### src/rtl/vga_pkg.sv
// vga_pkg: shared constants and state types for the VGA framebuffer path.
// Framebuffer is 160x120 at 8 bpp, each pixel a 4x4 screen block.
package vga_pkg;

  localparam int DEF_H_ACTIVE  = 640;
  localparam int DEF_V_ACTIVE  = 480;
  localparam int FB_W          = 160;
  localparam int FB_H          = 120;
  localparam int FB_DEPTH      = FB_W * FB_H;
  localparam int FB_SCALE_LOG2 = 2;

  typedef enum logic {
    IDLE = 1'b0,
    FILL = 1'b1
  } fb_state_t;

endpackage

### src/rtl/fb_addr_gen.sv
// fb_addr_gen: screen x/y to framebuffer linear address.
// Row stride 160 = 128 + 32, so the multiply is two shifts and adds.
module fb_addr_gen
  import vga_pkg::*;
#(
  parameter int ADDR_W     = 15,
  parameter int SCALE_LOG2 = FB_SCALE_LOG2
) (
  input  logic [9:0]        i_x,
  input  logic [9:0]        i_y,
  output logic [ADDR_W-1:0] o_addr
);

  logic [ADDR_W-1:0] w_xb;
  logic [ADDR_W-1:0] w_yb;

  assign w_xb = ADDR_W'(i_x >> SCALE_LOG2);
  assign w_yb = ADDR_W'(i_y >> SCALE_LOG2);

  assign o_addr = (w_yb << 7) + (w_yb << 5) + w_xb;

endmodule

### src/rtl/vga_fb_arbiter.sv
// vga_fb_arbiter: shares one single-port framebuffer RAM between
// scan-out reads, host writes and a clear/fill engine.
module vga_fb_arbiter
  import vga_pkg::*;
#(
  parameter int H_ACTIVE   = DEF_H_ACTIVE,
  parameter int V_ACTIVE   = DEF_V_ACTIVE,
  parameter int SCALE_LOG2 = FB_SCALE_LOG2,
  parameter int ADDR_W     = 15
) (
  input  logic              clock_25,
  input  logic              rst,
  input  logic [9:0]        next_x,
  input  logic [9:0]        next_y,
  output logic [7:0]        color_out,
  input  logic              wr_valid,
  output logic              wr_ready,
  input  logic [ADDR_W-1:0] wr_addr,
  input  logic [7:0]        wr_data,
  output logic              wr_err,
  input  logic              clr_start,
  input  logic [7:0]        clr_color,
  output logic              busy,
  output logic              fill_done,
  output logic [ADDR_W-1:0] ram_addr,
  output logic              ram_we,
  output logic [7:0]        ram_wdata,
  input  logic [7:0]        ram_rdata
);

  localparam logic [9:0] LP_H = 10'(H_ACTIVE);
  localparam logic [9:0] LP_V = 10'(V_ACTIVE);
  localparam logic [ADDR_W-1:0] LP_DEPTH = ADDR_W'(FB_DEPTH);
  localparam logic [ADDR_W-1:0] LP_LAST  = ADDR_W'(FB_DEPTH - 1);

  fb_state_t r_state;
  fb_state_t w_state_nxt;

  logic [ADDR_W-1:0] r_cnt;
  logic [7:0]        r_fill_color;
  logic [7:0]        r_color;
  logic              r_act_d;
  logic              r_disp_d;
  logic              r_fill_done;
  logic              r_wr_err;

  logic [ADDR_W-1:0] w_disp_addr;
  logic              w_active;
  logic              w_disp;
  logic              w_free;
  logic              w_idle;
  logic              w_rdy;
  logic              w_xfer;
  logic              w_addr_ok;
  logic              w_fill_wr;
  logic              w_fill_last;
  logic              w_start;

  fb_addr_gen #(
    .ADDR_W    (ADDR_W),
    .SCALE_LOG2(SCALE_LOG2)
  ) u_addr (
    .i_x   (next_x),
    .i_y   (next_y),
    .o_addr(w_disp_addr)
  );

  assign w_active = (next_x < LP_H) && (next_y < LP_V);
  assign w_disp   = w_active &&
                    (next_x[SCALE_LOG2-1:0] == '0);
  assign w_free   = !w_disp;
  assign w_idle   = (r_state == IDLE);

  assign w_rdy     = !rst && w_free && w_idle;
  assign w_xfer    = wr_valid && w_rdy;
  assign w_addr_ok = (wr_addr < LP_DEPTH);
  assign w_start   = !rst && w_idle && clr_start;

  assign w_fill_wr   = !rst && w_free && !w_idle;
  assign w_fill_last = w_fill_wr && (r_cnt == LP_LAST);

  // FSM state register
  always_ff @(posedge clock_25) begin
    if (rst) begin
      r_state <= IDLE;
    end else begin
      r_state <= w_state_nxt;
    end
  end

  // FSM next-state: a fill runs until the last address is written
  always_comb begin
    w_state_nxt = r_state;
    unique case (r_state)
      IDLE: if (clr_start) w_state_nxt = FILL;
      FILL: if (w_fill_last) w_state_nxt = IDLE;
      default: w_state_nxt = IDLE;
    endcase
  end

  // FSM outputs: RAM port mux; display slot keeps the read address
  always_comb begin
    ram_addr  = w_disp_addr;
    ram_we    = 1'b0;
    ram_wdata = '0;
    unique case (1'b1)
      w_fill_wr: begin
        ram_we    = 1'b1;
        ram_addr  = r_cnt;
        ram_wdata = r_fill_color;
      end
      (w_xfer && w_addr_ok): begin
        ram_we    = 1'b1;
        ram_addr  = wr_addr;
        ram_wdata = wr_data;
      end
      default: ;
    endcase
  end

  // fill counter, latched colour and one-cycle status pulses
  always_ff @(posedge clock_25) begin
    if (rst) begin
      r_cnt        <= '0;
      r_fill_color <= '0;
      r_fill_done  <= 1'b0;
      r_wr_err     <= 1'b0;
    end else begin
      r_fill_done <= w_fill_last;
      r_wr_err    <= w_xfer && !w_addr_ok;
      if (w_start) begin
        r_cnt        <= '0;
        r_fill_color <= clr_color;
      end else if (w_fill_wr) begin
        r_cnt <= r_cnt + 1'b1;
      end
    end
  end

  // colour pipeline: flags ride alongside the RAM read by one cycle
  always_ff @(posedge clock_25) begin
    if (rst) begin
      r_act_d  <= 1'b0;
      r_disp_d <= 1'b0;
      r_color  <= '0;
    end else begin
      r_act_d  <= w_active;
      r_disp_d <= w_disp;
      if (r_disp_d) begin
        r_color <= ram_rdata;
      end else if (!r_act_d) begin
        r_color <= '0;
      end
    end
  end

  assign wr_ready  = w_rdy;
  assign wr_err    = r_wr_err;
  assign busy      = !w_idle;
  assign fill_done = r_fill_done;
  assign color_out = r_color;

endmodule

### config.mk
export PLATFORM = sky130hd
export DESIGN_NAME = vga_fb_arbiter
export DESIGN_NICKNAME = d
export VERILOG_FILES = /design/src/rtl/vga_pkg.sv /design/src/rtl/fb_addr_gen.sv /design/src/rtl/vga_fb_arbiter.sv
export SDC_FILE = /design/constraint.sdc
export NUM_CORES = 1
export LEC_CHECK = 0
export ABC_AREA = 1
export CAP_MARGIN = 20
export CORE_MARGIN = 2
export CORE_UTILIZATION = 46
export CTS_BUF_LIST = sky130_fd_sc_hd__clkbuf_2 sky130_fd_sc_hd__clkbuf_4 sky130_fd_sc_hd__clkbuf_8
export CTS_CLUSTER_SIZE = 20
export DETAILED_ROUTE_END_ITERATION = 7
export GPL_TIMING_DRIVEN = 1
export HOLD_SLACK_MARGIN = 0.06
export PLACE_DENSITY = 0.83
export SYNTH_ARGS = -nofsm -noshare
export SYNTH_HDL_FRONTEND = slang
export SYNTH_SLANG_ARGS = --single-unit
### constraint.sdc
create_clock -name clock_25 -period 3.6 [get_ports clock_25]
set_input_delay 0.72 -clock clock_25 [delete_from_list [all_inputs] [get_ports clock_25]]
set_output_delay 0.72 -clock clock_25 [all_outputs]
set_load 0.03 [all_outputs]
==> metrics.yaml <==
seq_area_frac_synth_pct: 27.4
cts_max_path_buffers: 2
vias: 2944
grt.overflow.total: 0
clk_latency_ns: 0.29
seqPwrFrac_pct: 36.1
syn_area_sq_um: 2630
synth_xor_area_share_pct: 3.00
setup_slack_ns: 0.0983
port_buffers: 96
htree_num_levels: 2
postRouteAntennaNets: 0
critPathCaptureType: "output port"
syn_inst: 407
drive_gt1_share_pct: 15.8
fin_skew_ns: 0.00501
synth_top_area_share_pct: 27.4
p_int_mw: 0.738
rsz0062_at_grt: "true"
cp-start-kind: "input port"
numCtsBuffers: 5
hold_class: "flop to flop"
grt_pass1_wl_mm: 12.0
crit_fanout: 3
async_flop_share_pct: 0
clkPwrFrac_pct: 25.0
final_cell_area_sq_um: 3730
cp.required_ns: 2.88
cts.reportedPaths.clkPinSlew_ns: 0.07
slew_violations: 0
synth_simple_gate_area_share_pct: 39.8
wl_mm: 7.14
grt_pass1_vias: 2841
status: "complete, no violations"
cts_num_sinks: 36
setup_viol: 0
p_switching_mw: 0.414
min_period_over_period_pct: 97.3
initial_core_util_pct: 47.7
gp_congestion: 0.895
antenna_found_initial: 0
grt_usage_pct: 23.6
grt_start_max_net_pins: 29
p_leak_nw: 1.65
clockRootBuffer: "clkbuf_8"
ys_types: 32
die-area_sq_um: 6340
power_frac_comb_pct: 38.9
viasPerCell: 5.08
synth_top_family_by_area: "simple AND/OR/NAND/NOR gates"
dp_slack_ns: -0.210
drc: 0
drtIter0Drc: 116
cp.arrival_ns: 2.78
worstSetupPathType: "input port to output port"
core_sq_um: 5510
power.density_nw_per_um2: 308
cts_tree: "yes"
dpl.hpwl_mm: 5.41
synth-seq-cells: 36
io-pin-count: 99
synth_compound_area_share_pct: 9.95
dpl_cell_area_sq_um: 3590
die-height_microns: 79.6
synth-main-ff-cell: "dfxtp_1"
diodes: 0
relSlewSlack_pct: 64.0
nNetsFinal: 587
yosys-mux-area-fraction_pct: 0
detail_route.wl_per_cell_microns: 12.3
synth_area_per_cell_sq_um: 6.46
period_minus_slack_ns: 3.50
synth_fa_ha_area_share_pct: 9.14
synthTopCellsByArea: "dfxtp_1 27%, nand2_1 20%, nand3_1 10%"
worst_pin_slew_ns: 0.539
synth_warnings: 0
fmax_mhz: 286
die_w_microns: 79.6
rows: 27
switching_share_pct: 35.9
synth_top_cell_by_area: "dfxtp_1"
maxCapViolations: 0
hold_viol: 0
synth_edf_count: 0
irDropWorstVdd_uv: 211
synth_fp_nets: 488
synthToLayoutAreaGrowth_pct: 42.0
drt-pass1-iter-count: 5
[metrics by stage]
| stage | cells | total power, mW | TNS [ns] | utilization (%) | hold slack (ns) |
|---|---|---|---|---|---|
| 2_1_floorplan | 407 | 0.680 | 0 | - | 0.442 |
| 3_3_place_gp | 571 | 0.846 | -0.838 | 65.2 | 0.466 |
| 3_5_place_dp | 571 | 0.854 | -1.01 | 65.2 | 0.470 |
| 4_1_cts | 579 | 1.16 | 0 | 67.6 | 0.483 |
| 5_1_grt | 579 | 1.21 | -0.000369 | 67.8 | 0.514 |
| 6_report | 579 | 1.15 | 0 | 67.8 | 0.475 |
[layout make-up]
class,count,area (sq um)
flip-flops and latches,36,721
clock inverters,3,18.8
repair buffers,105,983
well taps,72,90.1
clock buffers,5,68.8
fillers,500,1770
inverters,48,183
multi-input cells,310,1670
[registers in the layout, indices dropped and copies added (netlist names)]
signal and count:
r_cnt 15, color_out 8, r_fill_color 8, busy 1, fill_done 1, r_act_d 1, r_disp_d 1, wr_err 1
[per-layer routing]
metal / wire length, microns / track usage [%] / vias to the layer above
li1: - / - / 1497
met1: 3070 / 27.4 / 1328
met2: 3550 / 44.2 / 100
met3: 381 / 4.07 / 19
met4: 138 / 6.55 / 0
met5: 0 / 0 / -
[synth_stat cells (3+ instances only)]
library cell	n
o21ai_1	3
nand2_1	140
nor2_1	28
nor2_4	3
xor2_1	7
buf_2	3
nand4_1	5
buf_6	5
o21ai_0	16
nand3_1	53
a21oi_2	9
inv_1	45
a21oi_1	14
dfxtp_1	36
ha_1	16
[path summary, 6_finish.rpt]
path / startpoint / slack (ns) / cells after the start / to
worst max register to register: busy / 2.01 / 8 / r_cnt[8]
worst min-delay path: r_fill_color[3] / 0.48 / 2 / r_fill_color[3]
worst max-delay path: next_y[3] / 0.1 / 13 / ram_addr[14]
worst min register to register: r_fill_color[3] / 0.48 / 2 / r_fill_color[3]
[power by group through the flow]
stage	registers (mW)	logic, mW	clock network (mW)
after global placement	0.424	0.421	0
after detailed placement	0.425	0.429	0
after global routing	0.416	0.486	0.311
final	0.415	0.448	0.288
after CTS	0.415	0.445	0.295
after floorplan	0.427	0.253	0
[worst max-delay path: stages]
cell and delay, ns:
clkdlybuf4s50_1 0.50, ha_1 0.25, ha_2 0.20, fa_2 0.34
nand3_1 0.09, nand2_2 0.09, nand2_2 0.08, nand2_1 0.05
nand2_1 0.05, nand2_1 0.05, nand3_1 0.10, nand3_2 0.10
buf_6 0.15
[cell families after synthesis]
logic type	after synthesis
AO/OA/AOI/OAI	44
XOR/XNOR	9
adder cells (fa/ha/maj)	18
buffers and inverters	61
flip-flops	36
AND/OR/NAND/NOR	239
[cells in the final DEF, fill, tap and decap left out, types with 2 or more instances in the layout]
cell type        instances
a21oi_1                 13
a21oi_2                 10
buf_4                   29
buf_6                    4
clkbuf_8                 5
clkdlybuf4s50_1         68
clkinv_2                 2
dfxtp_1                 36
dlygate4sd2_1            2
ha_1                    15
inv_1                   43
inv_2                    4
nand2_1                135
nand2_2                  6
nand3_1                 49
nand3_2                  5
nand4_1                  5
nor2_1                  28
nor2_2                   2
nor2_4                   3
nor3_1                   2
o21ai_0                 16
o21ai_1                  3
xnor2_1                  2
xor2_1                   7
[what timing repair did]
item,CTS,global route
setup buffers,0,0
setup endpoints to repair,7,5
gates resized for setup,17,6
pin swaps,6,2
hold endpoints to repair,0,0
hold buffers,0,0
No activity file was read; power rests on OpenSTA's default activity.
